===== src/rtl/serial_addsub_pkg.sv =====
// Shared definitions for the bit-serial adder/subtractor: FSM encoding and default width.
package serial_addsub_pkg;

   localparam int DEFAULT_WIDTH = 32;

   typedef enum logic [1:0] {
      ST_IDLE = 2'd0,
      ST_RUN  = 2'd1,
      ST_DONE = 2'd2
   } state_e;

endpackage


===== src/rtl/serial_addsub_fa.sv =====
// One-bit full adder; purely combinational, no latency, no flow control.
module Full_Adder (
   input  logic A,
   input  logic B,
   input  logic cin,
   output logic sum,
   output logic cout
);

   assign sum  = A ^ B ^ cin;
   assign cout = (A & B) | (cin & (A ^ B));

endmodule


===== src/rtl/serial_addsub.sv =====
// Bit-serial add/subtract, LSB first; done pulses WIDTH+1 cycles after the start cycle.
// start is taken only while ready (IDLE or DONE); it is ignored while busy.
module serial_addsub
   import serial_addsub_pkg::*;
#(
   parameter int WIDTH = DEFAULT_WIDTH
) (
   input  logic             clk,
   input  logic             rst_n,
   input  logic             start,
   input  logic             op_sub,
   input  logic [WIDTH-1:0] a,
   input  logic [WIDTH-1:0] b,
   output logic             ready,
   output logic             busy,
   output logic             done,
   output logic [WIDTH-1:0] result,
   output logic             cout,
   output logic             zf,
   output logic             sf,
   output logic             vf
);

   localparam int CW = $clog2(WIDTH) + 1;

   state_e           state_q, state_d;
   logic [WIDTH-1:0] a_sh_q, a_sh_d;
   logic [WIDTH-1:0] b_sh_q, b_sh_d;
   logic [WIDTH-1:0] res_q, res_d;
   logic [CW-1:0]    cnt_q, cnt_d;
   logic             carry_q, carry_d;
   logic             msb_cin_q, msb_cin_d;
   logic             cout_q, cout_d;
   logic             zf_q, zf_d;
   logic             sf_q, sf_d;
   logic             vf_q, vf_d;
   logic             fa_sum, fa_cout;
   logic             accept, last_bit;

   Full_Adder u_fa (
      .A    (a_sh_q[0]),
      .B    (b_sh_q[0]),
      .cin  (carry_q),
      .sum  (fa_sum),
      .cout (fa_cout)
   );

   assign ready    = (state_q == ST_IDLE) || (state_q == ST_DONE);
   assign busy     = (state_q == ST_RUN);
   assign done     = (state_q == ST_DONE);
   assign accept   = start && ready;
   assign last_bit = (cnt_q == CW'(WIDTH - 1));

   assign result = res_q;
   assign cout   = cout_q;
   assign zf     = zf_q;
   assign sf     = sf_q;
   assign vf     = vf_q;

   always_comb begin
      state_d   = state_q;
      a_sh_d    = a_sh_q;
      b_sh_d    = b_sh_q;
      res_d     = res_q;
      cnt_d     = cnt_q;
      carry_d   = carry_q;
      msb_cin_d = msb_cin_q;
      cout_d    = cout_q;
      zf_d      = zf_q;
      sf_d      = sf_q;
      vf_d      = vf_q;

      if (accept) begin
         // Subtraction is A + ~B + 1: invert B and seed the carry with op_sub.
         state_d = ST_RUN;
         a_sh_d  = a;
         b_sh_d  = b ^ {WIDTH{op_sub}};
         carry_d = op_sub;
         cnt_d   = '0;
      end else begin
         case (state_q)
            ST_RUN: begin
               a_sh_d  = a_sh_q >> 1;
               b_sh_d  = b_sh_q >> 1;
               res_d   = {fa_sum, res_q[WIDTH-1:1]};
               carry_d = fa_cout;
               cnt_d   = cnt_q + CW'(1);
               if (last_bit) begin
                  // Flags are latched here so they stay stable until the next start.
                  state_d   = ST_DONE;
                  msb_cin_d = carry_q;
                  cout_d    = fa_cout;
                  vf_d      = carry_q ^ fa_cout;
                  sf_d      = fa_sum;
                  zf_d      = (res_d == '0);
               end
            end
            ST_DONE: state_d = ST_IDLE;
            default: ;
         endcase
      end
   end

   always_ff @(posedge clk or negedge rst_n) begin
      if (!rst_n) begin
         state_q   <= ST_IDLE;
         a_sh_q    <= '0;
         b_sh_q    <= '0;
         res_q     <= '0;
         cnt_q     <= '0;
         carry_q   <= 1'b0;
         msb_cin_q <= 1'b0;
         cout_q    <= 1'b0;
         zf_q      <= 1'b0;
         sf_q      <= 1'b0;
         vf_q      <= 1'b0;
      end else begin
         state_q   <= state_d;
         a_sh_q    <= a_sh_d;
         b_sh_q    <= b_sh_d;
         res_q     <= res_d;
         cnt_q     <= cnt_d;
         carry_q   <= carry_d;
         msb_cin_q <= msb_cin_d;
         cout_q    <= cout_d;
         zf_q      <= zf_d;
         sf_q      <= sf_d;
         vf_q      <= vf_d;
      end
   end

endmodule


===== config.mk =====
export PLATFORM = sky130hd
export DESIGN_NAME = serial_addsub
export DESIGN_NICKNAME = d
export VERILOG_FILES = /design/src/rtl/serial_addsub_pkg.sv /design/src/rtl/serial_addsub_fa.sv /design/src/rtl/serial_addsub.sv
export SDC_FILE = /design/constraint.sdc
export NUM_CORES = 1
export LEC_CHECK = 0
export ABC_AREA = 1
export CORE_AREA = 10 10 114 116
export CTS_CLUSTER_SIZE = 24
export DETAILED_ROUTE_END_ITERATION = 12
export DIE_AREA = 0 0 124 126
export PLACE_DENSITY = 0.83
export SLEW_MARGIN = 20
export SYNTH_ARGS = -nofsm -noshare
export SYNTH_HDL_FRONTEND = slang
export SYNTH_SLANG_ARGS = --single-unit

===== constraint.sdc =====
create_clock -name clk -period 2.49 [get_ports clk]
set_clock_uncertainty 0.15 [all_clocks]
set_input_delay 0.249 -clock clk [delete_from_list [all_inputs] [get_ports clk]]
set_output_delay 0.249 -clock clk [all_outputs]
set_load 0.005 [all_outputs]

==> run summary <==
critical path peak fanout: 12
total power: 6.63 mW
Rows: 38
fin cells: 860
P_sw: 2.59 mW
Remaining DRCs: 0
worst slack, placed: -0.177 ns
Area Overhead vs Synth: 24.9%
Flop pwr share: 42.6%
die area: 15600 um2
Slew Viols, Final: 0
power per cell area: 1010 nW/um2
post-route ant nets: 0
cell area after placement: 6350 um2
Setup TNS Final: 0 ns
Max Clk Rate: 0.414 GHz
maximum root-to-sink buffer count: 2
Startpoint Class: flop
Final Worst Setup Slack: 0.0737 ns
CTS tree: built
post-route cell area: 6550 um2
setup bufs post-CTS: 0
Skew-Pair Late Insertion Delay: 0.37 ns
starting density of the core: 49.0%
Setup Crit Path Kind: reg -> out
ANT cells: 0
Slew @ Worst Pin: 0.775 ns
first-pass GRT wire length: 20.2 mm
most frequent cells in the layout: nand2_1, dfrtp_1, clkdlybuf4s50_1
Yosys reg bits: 109
all-layer global routing usage: 15.6%
WHS: 0.188 ns
MaxCap Viol Count: 0
HP Class: in -> reg
wirelength, routed: 12.1 mm
Placer Congestion: 0.784
Logic pwr share: 41.8%
core region area: 10700 um2
CTS sink count: 109
clock transition at the registers of the reported paths: 0.10 ns
final period utilization: 97.0%
number of global-route vias before repair: 4258
Rel. slew slack: 48.3%
worst vdd rail ir drop: 422 uV
RSZ-0062 raised after global routing: true
GR Overflow Total: 0
Via density: 5.17
# setup viols final: 0
CTS root buf: clkbuf_8
critical path required time: 2.09 ns
Syn Area/Cell: 8.41 um2
status: finished clean
post-route minimum period: 2.42 ns
PortBufs: 106
CP Data Arrival Time: 2.02 ns
initial antenna violation count: 0
Post-CTS Resized: 0
post-layout util: 61.2%
leakage: 3.08 nW
largest net degree at the start of global routing: 99
P_int: 4.04 mW
Syn Std Cell Area: 5250 um2
Mapped Cells: 624
Syn. warnings: 0
die width: 124 um
drt wl/cell: 14.1 um
dpl cells: 842
H-tree depth: 3
Post-Syn Nets: 698
Worst path max stage delay: 0.55 ns
DRT iter0 DRCs: 381
Die Y: 126 um
Final Hold Fails: 0
boundary pin count: 107
CP Capture Type: output pin
post-synthesis sequential area ratio: 52.0%
detailed placement HPWL: 8.60 mm
vias: 4444
commonest non-fill, non-tap cell in the layout: nand2_1
CP Cell Sequence: inv_1, ha_1, buf_4, clkdlybuf4s50_1
Num CTS Buffers: 9
drt pass-1 iters: 5
critical path's slowest cell: clkdlybuf4s50_1
nets@finish: 789
Distinct cells, synth: 31
clock power share: 15.6%
share of cells above drive strength 1: 4.72%
Sw Share: 39.1%
==> area by class of cell <==
cell class / count / area, um2
Timing Repair Buffer: 117 / 1160
Fill cell: 958 / 4150
Sequential cell: 109 / 2730
Inverter: 42 / 158
Clock inverter: 4 / 48.8
Tap cell: 140 / 175
Multi-Input combinational cell: 436 / 2140
Clock buffer: 12 / 135
==> metal layers <==
layer | track usage (%) | part of all wire, %
met2 | 25.4 | 49
met5 | 0 | 0
met4 | 5.15 | 1.6
met1 | 19.8 | 43
met3 | 3.80 | 6.8
==> synthesized netlist by cell type, drive strengths merged <==
master / count / area share (%)
dfrtp: 109 / 52
nand3: 10 / 0.95
fa: 1 / 0.38
o21ai: 120 / 12
a21oi: 34 / 3.2
ha: 5 / 1.2
a22o: 1 / 0.17
nand4: 1 / 0.12
nor3: 4 / 0.57
buf: 25 / 3.3
inv: 42 / 3.0
xnor2: 3 / 0.50
nand2: 161 / 12
xor2: 29 / 4.8
a21boi: 1 / 0.14
or2: 1 / 0.12
o211ai: 3 / 0.43
and3: 1 / 0.12
clkbuf: 13 / 0.95
o22ai: 1 / 0.12
o32ai: 1 / 0.17
nor2: 58 / 4.5
==> state kept, by name, indices dropped and copies added (netlist names) <==
register	cells
b_sh_q	32
result	32
cnt_q	6
carry_q	1
state_q	2
vf	1
zf	1
a_sh_q	32
sf	1
cout	1
==> power groups by stage <==
| stage | Combinational (mW) | Sequential, mW | Clock [mW] |
|---|---|---|---|
| after floorplan | 2.02 | 2.77 | 0 |
| after global placement | 2.64 | 2.82 | 0 |
| after detailed placement | 2.77 | 2.85 | 0 |
| after CTS | 2.80 | 2.82 | 1.07 |
| after global routing | 3.19 | 2.90 | 1.13 |
| final | 2.77 | 2.82 | 1.04 |
==> timing repair <==
item | in CTS | in global routing
cloned | 1 | 0
endpoints found under the setup margin | 28 | 6
pin swaps | 1 | 1
hold endpoints to repair | 42 | 0
hold buffers | 1 | 0
==> logic make-up after synthesis <==
family          after synthesis  synth area share (%)
simple gates                236                  17.9
compound gates              161                  15.9
buf+inv                      80                  7.25
flops                       109                  52.0
fa+ha+maj                     6                  1.57
xor+xnor                     32                  5.34
==> path summary, 6_finish.rpt <==
path | to | cells past startpoint | slack, ns | startpoint
max | busy | 4 | 0.07 | state_q[1]$_DFFE_PN0P_
min | carry_q$_DFFE_PN0P_ | 3 | 0.19 | op_sub
max reg2reg | b_sh_q[5]$_DFFE_PN0P_ | 7 | 0.20 | state_q[0]$_DFFE_PN0P_
min reg2reg | a_sh_q[2]$_DFFE_PN0P_ | 2 | 0.35 | a_sh_q[2]$_DFFE_PN0P_
max in group asynchronous | b_sh_q[8]$_DFFE_PN0P_ | 3 | 1.24 | rst_n
min in group asynchronous | result[14]$_DFFE_PN0N_ | 2 | 0.26 | rst_n
==> worst max-delay path: cells and delay by family (launching register included) <==
| kind | cells | cell delay [ns] |
|---|---|---|
| fa+ha+maj | 1 | 0.31 |
| buf+inv | 3 | 0.92 |
| flops | 1 | 0.42 |
Power figures use the tool's default switching activity.
